### config.mk
export PLATFORM = sky130hd
export DESIGN_NAME = crack_scheduler
export DESIGN_NICKNAME = d
export VERILOG_FILES = /design/src/rtl/crack_pkg.sv /design/src/rtl/sched_min_key.sv /design/src/rtl/crack_scheduler.sv
export SDC_FILE = /design/constraint.sdc
export NUM_CORES = 1
export LEC_CHECK = 0
export ABC_AREA = 1
export CORE_MARGIN = 3
export CORE_UTILIZATION = 40
export DETAILED_ROUTE_END_ITERATION = 8
export MAX_ROUTING_LAYER = met4
export PLACE_DENSITY_LB_ADDON = 0.12
export SETUP_SLACK_MARGIN = 0.1
export SYNTH_ARGS = -nofsm -noshare
export SYNTH_HDL_FRONTEND = slang
export SYNTH_SLANG_ARGS = --single-unit
### constraint.sdc
create_clock -name i_clk -period 9.3 [get_ports i_clk]
set_clock_uncertainty 0.15 [all_clocks]
set_input_delay 2.79 -clock i_clk [delete_from_list [all_inputs] [get_ports i_clk]]
set_output_delay 2.79 -clock i_clk [all_outputs]
set_load 0.02 [all_outputs]
### src/rtl/crack_pkg.sv
// rtl/crack_pkg.sv - shared state type, default geometry and chunk helper for the key-space scheduler
package crack_pkg;

   typedef enum logic [1:0] {IDLE, RUN, DONE} sched_state_e;

   localparam int KEY_W_DEF      = 24;
   localparam int CHUNK_LOG2_DEF = 16;
   localparam int NCHUNK         = 2 ** (KEY_W_DEF - CHUNK_LOG2_DEF);
   localparam int CHUNK_W        = KEY_W_DEF - CHUNK_LOG2_DEF + 1;

   function automatic logic [31:0] chunk_base(input logic [31:0] chunk, input int unsigned log2);
      return chunk << log2;
   endfunction

endpackage

### src/rtl/sched_min_key.sv
// rtl/sched_min_key.sv - combinational minimum over the keys of cores reporting a hit this cycle
module sched_min_key
   import crack_pkg::*;
#(
   parameter int NCORES     = 2,
   parameter int KEY_W      = 24,
   parameter int CHUNK_LOG2 = 16,
   parameter int CW         = KEY_W - CHUNK_LOG2 + 1
) (
   input  logic [NCORES-1:0]       i_valid,
   input  logic [NCORES*KEY_W-1:0] i_keys,
   output logic                    o_hit,
   output logic [KEY_W-1:0]        o_key,
   output logic [CW-1:0]           o_chunk
);

   logic             w_hit;
   logic [KEY_W-1:0] w_key;

   always_comb begin
      w_hit = 1'b0;
      w_key = '0;
      for (int i = 0; i < NCORES; i++) begin
         if (i_valid[i] && (!w_hit || i_keys[i*KEY_W +: KEY_W] < w_key)) begin
            w_hit = 1'b1;
            w_key = i_keys[i*KEY_W +: KEY_W];
         end
      end
   end

   assign o_hit   = w_hit;
   assign o_key   = w_key;
   assign o_chunk = CW'(w_key >> CHUNK_LOG2);

endmodule

### src/rtl/crack_scheduler.sv
// rtl/crack_scheduler.sv - chunked key-space dispatcher returning the lowest hit over NCORES crack cores
// Optional CRACK_SCHED_PROGRESS_EN adds o_chunks_done (completed plus aborted chunks).
module crack_scheduler
   import crack_pkg::*;
#(
   parameter int NCORES     = 2,
   parameter int KEY_W      = 24,
   parameter int CHUNK_LOG2 = 16
) (
   input  logic                      i_clk,
   input  logic                      i_rst,
   input  logic                      i_en,
   output logic                      o_rdy,
   output logic [KEY_W-1:0]          o_key,
   output logic                      o_key_valid,
   output logic [NCORES-1:0]         o_core_en,
   output logic [KEY_W-1:0]          o_core_base,
   output logic [KEY_W-1:0]          o_core_last,
   output logic [NCORES-1:0]         o_core_abort,
   input  logic [NCORES-1:0]         i_core_rdy,
   input  logic [NCORES-1:0]         i_core_done,
   input  logic [NCORES-1:0]         i_core_found,
   input  logic [NCORES*KEY_W-1:0]   i_core_key
`ifdef CRACK_SCHED_PROGRESS_EN
   ,
   output logic [KEY_W-CHUNK_LOG2:0] o_chunks_done
`endif
);

   localparam int                CW       = KEY_W - CHUNK_LOG2 + 1;
   localparam logic [CW-1:0]     C_NCHUNK = {1'b1, {(CW-1){1'b0}}};
   localparam logic [KEY_W-1:0]  C_SPAN   = KEY_W'((64'd1 << CHUNK_LOG2) - 64'd1);

   sched_state_e      r_state, w_state_nxt;
   logic [NCORES-1:0] r_busy, r_abort, r_core_en;
   logic [CW-1:0]     r_chunk_id [NCORES];
   logic [CW-1:0]     r_next_chunk, r_best_chunk;
   logic [KEY_W-1:0]  r_best_key, r_key, r_core_base, r_core_last;
   logic              r_hit, r_key_valid;

   logic [NCORES-1:0] w_disp, w_done_ok, w_abort_clr, w_busy_nxt;
   logic              w_min_hit, w_best_upd, w_run_end, w_accept;
   logic [KEY_W-1:0]  w_min_key, w_base;
   logic [CW-1:0]     w_min_chunk, w_best_chunk_nxt, w_next_chunk_nxt;

   // Lowest-index idle core wins; chunks past the current best can never produce a lower key.
   always_comb begin
      w_disp = '0;
      if (r_state == RUN && r_next_chunk < C_NCHUNK && r_next_chunk < r_best_chunk) begin
         for (int i = NCORES - 1; i >= 0; i--) begin
            if (i_core_rdy[i] && !r_busy[i] && !r_abort[i]) begin
               w_disp    = '0;
               w_disp[i] = 1'b1;
            end
         end
      end
   end

   assign w_done_ok   = i_core_done & r_busy & ~r_abort;
   assign w_abort_clr = r_abort & i_core_rdy;
   assign w_busy_nxt  = (r_busy & ~w_done_ok & ~w_abort_clr) | w_disp;
   assign w_accept    = (r_state == IDLE) && i_en;
   assign w_base      = KEY_W'(chunk_base(32'(r_next_chunk), CHUNK_LOG2));

   sched_min_key #(.NCORES(NCORES), .KEY_W(KEY_W), .CHUNK_LOG2(CHUNK_LOG2), .CW(CW)) u_min_key (
      .i_valid (w_done_ok & i_core_found),
      .i_keys  (i_core_key),
      .o_hit   (w_min_hit),
      .o_key   (w_min_key),
      .o_chunk (w_min_chunk)
   );

   assign w_best_upd       = w_min_hit && (!r_hit || w_min_key < r_best_key);
   assign w_best_chunk_nxt = w_best_upd ? w_min_chunk : r_best_chunk;
   assign w_next_chunk_nxt = r_next_chunk + CW'(|w_disp);
   // Evaluated on post-edge values so the last done reaches DONE on the same edge.
   assign w_run_end        = (w_busy_nxt == '0) &&
                             (w_next_chunk_nxt == C_NCHUNK || w_best_chunk_nxt < w_next_chunk_nxt);

   always_ff @(posedge i_clk or posedge i_rst) begin
      if (i_rst) r_state <= IDLE;
      else       r_state <= w_state_nxt;
   end

   always_comb begin
      w_state_nxt = r_state;
      case (r_state)
         IDLE:    if (i_en)      w_state_nxt = RUN;
         RUN:     if (w_run_end) w_state_nxt = DONE;
         DONE:                   w_state_nxt = IDLE;
         default:                w_state_nxt = IDLE;
      endcase
   end

   always_comb begin
      o_rdy = (r_state == IDLE);
   end

   always_ff @(posedge i_clk or posedge i_rst) begin
      if (i_rst) begin
         r_busy       <= '0;
         r_abort      <= '0;
         r_core_en    <= '0;
         r_core_base  <= '0;
         r_core_last  <= '0;
         r_next_chunk <= '0;
         r_best_chunk <= '1;
         r_best_key   <= '0;
         r_hit        <= 1'b0;
         r_key        <= '0;
         r_key_valid  <= 1'b0;
         for (int i = 0; i < NCORES; i++) r_chunk_id[i] <= '0;
      end else begin
         r_core_en <= w_disp;
         r_busy    <= w_busy_nxt;
         if (|w_disp) begin
            r_core_base <= w_base;
            r_core_last <= w_base | C_SPAN;
         end
         if (w_accept) begin
            r_next_chunk <= '0;
            r_best_chunk <= '1;
            r_best_key   <= '0;
            r_hit        <= 1'b0;
            r_key        <= '0;
            r_key_valid  <= 1'b0;
         end else if (r_state == RUN) begin
            r_next_chunk <= w_next_chunk_nxt;
            if (w_best_upd) begin
               r_best_key   <= w_min_key;
               r_best_chunk <= w_min_chunk;
               r_hit        <= 1'b1;
            end
         end else if (r_state == DONE) begin
            r_key       <= r_best_key;
            r_key_valid <= r_hit;
         end
         for (int i = 0; i < NCORES; i++) begin
            if (w_disp[i]) r_chunk_id[i] <= r_next_chunk;
            r_abort[i] <= r_abort[i] ? !i_core_rdy[i]
                                     : (r_busy[i] && !w_done_ok[i] && r_chunk_id[i] > r_best_chunk);
         end
      end
   end

`ifdef CRACK_SCHED_PROGRESS_EN
   logic [CW-1:0] r_chunks_done;

   always_ff @(posedge i_clk or posedge i_rst) begin
      if (i_rst)         r_chunks_done <= '0;
      else if (w_accept) r_chunks_done <= '0;
      else               r_chunks_done <= r_chunks_done + CW'($countones(w_done_ok))
                                                        + CW'($countones(w_abort_clr));
   end

   assign o_chunks_done = r_chunks_done;
`endif

   assign o_key        = r_key;
   assign o_key_valid  = r_key_valid;
   assign o_core_en    = r_core_en;
   assign o_core_base  = r_core_base;
   assign o_core_last  = r_core_last;
   assign o_core_abort = r_abort;

endmodule

Word level (Yosys, flattened, before mapping)
Cells that the tools add are included.
{"block": "op_classes", "n_addsub": 1, "n_lt_le_gt_ge": 7, "n_eq_ne": 6, "n_mux": 29, "bitwise": 10, "n_reduce_logical": 36}
{"op": "24-bit 2-to-1 mux", "n": 8}
{"op": "24-bit less-than comparator", "n": 2}
{"op": "9-bit 2-to-1 mux", "n": 5}
{"op": "9-bit > comparator", "n": 2}
{"op": "9-bit less-than comparator", "n": 2}
{"op": "1-bit logical AND", "n": 14}
{"op": "2-bit bitwise AND", "n": 6}
{"op": "1-bit logical NOT", "n": 10}
{"op": "1-bit 2-to-1 mux", "n": 10}
{"op": "2-bit 2-to-1 mux", "n": 5}
{"op": "9-bit by 1-bit adder with 9-bit output", "n": 1}
{"op": "9-bit == test (second input constant)", "n": 1}
{"op": "9-bit less-than comparator (second input constant)", "n": 1}
{"op": "2-bit != test (second input constant)", "n": 3}
{"op": "2-bit inverter", "n": 3}
{"op": "2-bit AND reduction", "n": 3}
{"op": "2-bit nonzero test", "n": 3}
{"op": "2-bit logical NOT", "n": 2}
{"op": "2-bit case mux with 2 select lines", "n": 1}
{"op": "1-bit logical OR", "n": 3}
{"op": "2-bit by 1-bit == test with 1-bit output (second input constant)", "n": 1}
{"op": "2-bit == test (second input constant)", "n": 1}
{"op": "2-bit OR", "n": 1}
{"op": "2-bit OR reduction", "n": 1}
{"block": "word_totals", "register_bits": 126, "input_bits": 57, "output_inout_bits": 78, "wordCells": 103}

Logic depth before layout (Yosys ltp)
{"block": "logic_depth", "ltp_word": 17, "ltp_mapped": 46, "depth_no_buf": 41}

Modules after synthesis
From an unflattened synthesis, not the netlist that was laid out.
{"block": "unflattened", "hier_cells": 892, "area_unflattened_um2": 6988.0}
{"mod": "crack_scheduler", "n_inst": 1, "cells_each": 670, "area_each_um2": 5808.1, "seq_area_each_um2": 2588.7}
{"mod": "sched_min_key", "n_inst": 1, "cells_each": 222, "area_each_um2": 1179.9, "seq_area_each_um2": 0.0}

Least setup slack after synthesis
No wires, ideal clock.
{"block": "synth_timing", "path_kind": "in2reg", "startpoint": "in i_core_found[0]", "endpoint": "reg r_state[0]", "setup_time_ns": 0.129, "arrival_ns": 8.066, "required_time_ns": 9.021, "setup_slack_ns": 0.955, "cell_stages": 42, "path_buffers": 6, "path_cell_list": "nand2_1 -> nor2_4 -> clkbuf_1 -> clkbuf_1 -> nand2_1 -> ha_1 -> nand2_1 -> nor2_1 -> nand4_1 -> o21ba_2 -> nor2_1 -> nand2_1 -> nand2_1 -> nand2_1 -> clkbuf_1 -> clkbuf_1 -> clkbuf_1 -> a21oi_1 -> (+6 left out) -> nor2_1 -> a211oi_1 -> nand2_1 -> nand2_2 -> nand2_4 -> buf_6 -> nand2_1 -> o21ai_2 -> ha_1 -> a21oi_1 -> nor2_1 -> a211oi_1 -> o221a_2 -> nand2_1 -> nand2_1 -> nand2_1 -> nand2_1 -> nand2_1"}
{"block": "synth_via", "elab_chain_len": 15, "elab_cells_between_ends": 18, "cone_classes": "order compare (3); eq/ne (1); mux (5); bitwise (1); reduce/logical (8)"}
{"item": "start: declaration", "line": "crack_scheduler.sv:22", "source": "input logic [NCORES-1:0] i_core_found,"}
{"item": "2-bit bitwise AND *", "line": "crack_scheduler.sv:66", "source": ".i_valid (w_done_ok & i_core_found),"}
{"item": "24-bit 2-to-1 mux or 1-bit 2-to-1 mux (tied branches)", "line": "sched_min_key.sv:24", "source": "if (i_valid[i] && (!w_hit || i_keys[i*KEY_W +: KEY_W] < w_key)) begin"}
{"item": "24-bit less-than comparator or 1-bit logical NOT (tied branches)", "line": "sched_min_key.sv:24"}
{"item": "1-bit logical OR", "line": "sched_min_key.sv:24"}
{"item": "1-bit logical AND", "line": "sched_min_key.sv:24"}
{"item": "24-bit 2-to-1 mux", "line": "sched_min_key.sv:24"}
{"item": "24-bit less-than comparator", "line": "crack_scheduler.sv:73", "source": "assign w_best_upd = w_min_hit && (!r_hit || w_min_key < r_best_key);"}
{"item": "1-bit logical OR", "line": "crack_scheduler.sv:73"}
{"item": "1-bit logical AND", "line": "crack_scheduler.sv:73"}
{"item": "9-bit 2-to-1 mux *"}
{"item": "9-bit less-than comparator *", "line": "crack_scheduler.sv:78", "source": "(w_next_chunk_nxt == C_NCHUNK || w_best_chunk_nxt < w_next_chunk_nxt);"}
{"item": "1-bit logical OR *", "line": "crack_scheduler.sv:78"}
{"item": "1-bit logical AND *", "line": "crack_scheduler.sv:77", "source": "assign w_run_end = (w_busy_nxt == '0) &&"}
{"item": "2-bit != test (no line) *"}
{"item": "2-bit AND reduction (no line) *"}
{"item": "end signal: assignment", "line": "crack_scheduler.sv:82", "source": "else r_state <= w_state_nxt;"}
{"item": "end: declaration", "line": "crack_scheduler.sv:34", "source": "sched_state_e r_state, w_state_nxt;"}
Mark *: on every way between the ends. The rest lies on a longest branch, timed or not.
A chain may end at the register's enable or synchronous reset.

Worst setup path after layout
Same ends and word-level chain as after synthesis.

==> results.ini <==
[pwr]
switchingPower_uw = 880.6
p_leak_uw = 0.003815
powerDensity_nw_per_um2 = 253.2
p_comb_share_pct = 49.4
p_seq_share_pct = 31.8
finalPower_uw = 2051
power_switching_share_pct = 42.94
p_clk_share_pct = 18.7
internal_power_uw = 1170
irDropWorstVdd_mv = 0.1425

[critical_path]
cpMostUsedCell = nand2_1
cp_data_arrival_time_ns = 8.55
cp_max_fo = 32
critical_path.startpoint = i_core_found[0]
path_buf_inv = 2
critPathKind = input port to flip-flop
crit_path_max_incr_delay_ns = 0.45
r2r_setup_slack_ns = 3.26
reg2reg_from = o_core_abort[0]$_DFF_PP0_
required_ns = 9.37
setup.worst_path.end_class = flip-flop
reg2reg_to = r_state[0]$_DFFE_PP0P_
reg2reg_depth = 39
cp-start-kind = input port
cp.depth = 39
slowest_stage = clkdlybuf4s50_1
cp_top_family = simple AND/OR/NAND/NOR gates

[routing]
drc = 0
final_antenna_net_count = 0
drtIter0Drc = 455
met1Wirelength_um = 8212
dr_wl_met2_um = 7547
routed_wl_um = 16900
vias_per_cell = 5.007
top_layer = met4
met3_length_um = 910
firstDrtPassIters = 5
vias = 5603
wire_per_inst_um = 15.11

[sta]
tns_ns = 0
hold_viol = 0
final.period_utilization_pct = 91.14
relSlewSlack_pct = 30.06
rsz0062_at_grt = false
setup_violations = 0
fin_crit_ns = 8.476
fmax_mhz = 118.0
slew_viol_final = 0
worst_slew_pin_slew_ns = 1.049

[finish]
fin_nets = 1037
area_growth_pct = 21.58
antenna_cells = 0
drive_gt1_share_pct = 6.202
fill_cells = 1559

[floorplanning]
start_util_pct = 41.34
die_w_um = 135.1
num_rows = 46
dieHeight_um = 135.1
core_area_um2 = 16120
dieArea_um2 = 18240
ioPinCount = 135

[placed_design]
gp_congestion = 1.030
dp_hpwl_um = 12970
io_buffers = 118

[yosys]
synth_flop_cell = dfrtp_1
synthesis.area_um2 = 6663
synth_edf_count = 0
yosysUniqueCellTypes = 40
synthMostInstantiatedCell = nand2_1
synth-seq-area-share_pct = 38.85
synth.cells.most_frequent = 146 x nand2_1, 94 x dfrtp_1, 93 x inv_1
postSynth.asyncResetShare_pct = 100.0
syn_avg_cell_area_um2 = 8.225
yosysTopAreaCell = dfrtp_1
ys_ff_latch = 103
ys_warn_count = 0
synth_area_leaders = dfrtp_1 35%, ha_1 15%, nand2_1 8.2%
yosysTopAreaCellShare_pct = 35.31
netlist_instances = 810

[min_path]
hp-class = flip-flop to flip-flop
hold-path-cell-count = 2
min_from = o_key[19]$_DFFE_PP0P_
min_to = o_key[19]$_DFFE_PP0P_

[global_route]
grt_pass1_vias = 5256
grt_pass1_wl_um = 26880
antenna_found_initial = 0
overflow = 0
grt_util_all_layers_pct = 19.00
grt_max_degree = 82

[clocking]
numCtsBuffers = 9
cts_resized = 0
cts_root_buf = clkbuf_16
cts_tree = built
cts_buffer_depth = 2
cts_max_level = 3
clock_latency_ns = 0.35
clk_pin_slew_worst_paths_ns = 0.07
hold_buffers = 0
clock-sinks = 103

[run_status]
run_status = complete, no violations

[run]
maxCapViolations = 0

[how the worst max path moves through the flow]
| stage | to | slack [ns] |
|---|---|---|
| 6_report | r_state[0]$_DFFE_PP0P_ | 0.82 |
| 4_1_cts | r_state[0]$_DFFE_PP0P_ | 0.70 |
| 5_1_grt | r_state[0]$_DFFE_PP0P_ | 0.13 |
| 3_3_place_gp | r_state[0]$_DFFE_PP0P_ | 0.64 |
| 2_1_floorplan | r_state[0]$_DFFE_PP0P_ | 0.96 |
| 3_5_place_dp | r_state[0]$_DFFE_PP0P_ | 0.34 |
[through the flow]
stage / hold slack, ns / util, % / cells / setup WS, ns / area, um^2
2_1_floorplan: 0.3030 / - / 825 / 0.9554 / 6719
3_3_place_gp: 0.3228 / 48.37 / 1102 / 0.6369 / 7795
3_5_place_dp: 0.3343 / 48.37 / 1102 / 0.3357 / 7795
4_1_cts: 0.3563 / 50.23 / 1118 / 0.7021 / 8094
5_1_grt: 0.3753 / 50.26 / 1119 / 0.1349 / 8100
6_report: 0.3445 / 50.26 / 1119 / 0.8237 / 8100
[timing repair]
| action | in CTS | in global routing |
|---|---|---|
| setup buffers | 0 | 0 |
| hold endpoints to repair | 0 | 0 |
| setup endpoints to repair | 0 | 2 |
[sequential cells by signal, summed over array words and instances (netlist names), 2 cells and up]
| name | count |
|---|---|
| o_core_en | 2 |
| r_chunk_id | 18 |
| o_key | 24 |
| o_core_last | 9 |
| o_core_abort | 2 |
| r_busy | 2 |
| r_best_chunk | 9 |
| r_best_key | 24 |
| r_next_chunk | 9 |
| r_state | 2 |
[per-layer routing]
metal,vias up,global-route usage (%)
met3,15,2.645
met5,-,-
met2,154,28.35
li1,2836,-
met4,0,4.983
met1,2598,27.38
[cells in the final DEF (no fill, tap or decap), types with 2 or more instances in the layout]
master / synthesis / layout
xor2_1: 6 / 6
nand2_1: 146 / 146
inv_1: 93 / 92
clkdlybuf4s50_1: 0 / 118
ha_1: 82 / 82
clkbuf_1: 17 / 2
nor3_1: 5 / 5
dfrtp_1: 94 / 94
nor2_2: 1 / 2
clkinv_1: 2 / 2
a41oi_1: 2 / 2
a211oi_1: 7 / 7
o21a_1: 3 / 3
nand4_1: 8 / 8
conb_1: 1 / 16
inv_4: 1 / 2
nand3_1: 37 / 37
o21ai_2: 13 / 13
o22ai_1: 15 / 15
nand2_2: 2 / 2
nand2_4: 2 / 2
clkbuf_16: 0 / 9
o21ai_0: 76 / 76
nor2_1: 67 / 67
buf_4: 39 / 6
a21oi_1: 56 / 56
o21ai_1: 7 / 7
dfstp_2: 9 / 9
[worst register-to-register path, delay by kind of cell, from the launching register on]
family                   cells  cell delay (ns)
flip-flops                   1             0.42
AO/OA/AOI/OAI               11             1.75
buffers and inverters        2             0.37
AND/OR/NAND/NOR             23             2.32
adder cells (fa/ha/maj)      3             0.90
[kinds of logic (layout without fill, tap and decap cells)]
group / Yosys count / after routing / synth area share (%)
compound gates: 185 / 185 / 15.76
xor+xnor: 6 / 6 / 0.7887
fa+ha+maj: 82 / 82 / 15.40
buf+inv: 160 / 237 / 11.85
flops: 103 / 103 / 38.85
other cells: 1 / 16 / 0.05628
simple gates: 273 / 274 / 17.30
[power groups by stage]
stage          clock network (uW)  registers [uW]  logic (uW)
2_1_floorplan                   0             688         675
3_3_place_gp                    0             655         987
3_5_place_dp                    0             660        1010
4_1_cts                       398             653        1020
5_1_grt                       416             668        1150
6_report                      384             653        1010
[final cells by class]
| cell class | instances | area, um^2 | share of cell area [%] |
|---|---|---|---|
| inverter | 97 | 369.1 | 4.557 |
| tap | 216 | 270.3 | 3.336 |
| multi-input combinational | 563 | 3347 | 41.32 |
| timing repair buffer | 124 | 1226 | 15.14 |
| sequential | 103 | 2589 | 31.96 |
| clock inverter | 4 | 52.55 | 0.6487 |
| clock buffer | 12 | 246.5 | 3.043 |
(Power assumes the default switching activity.)
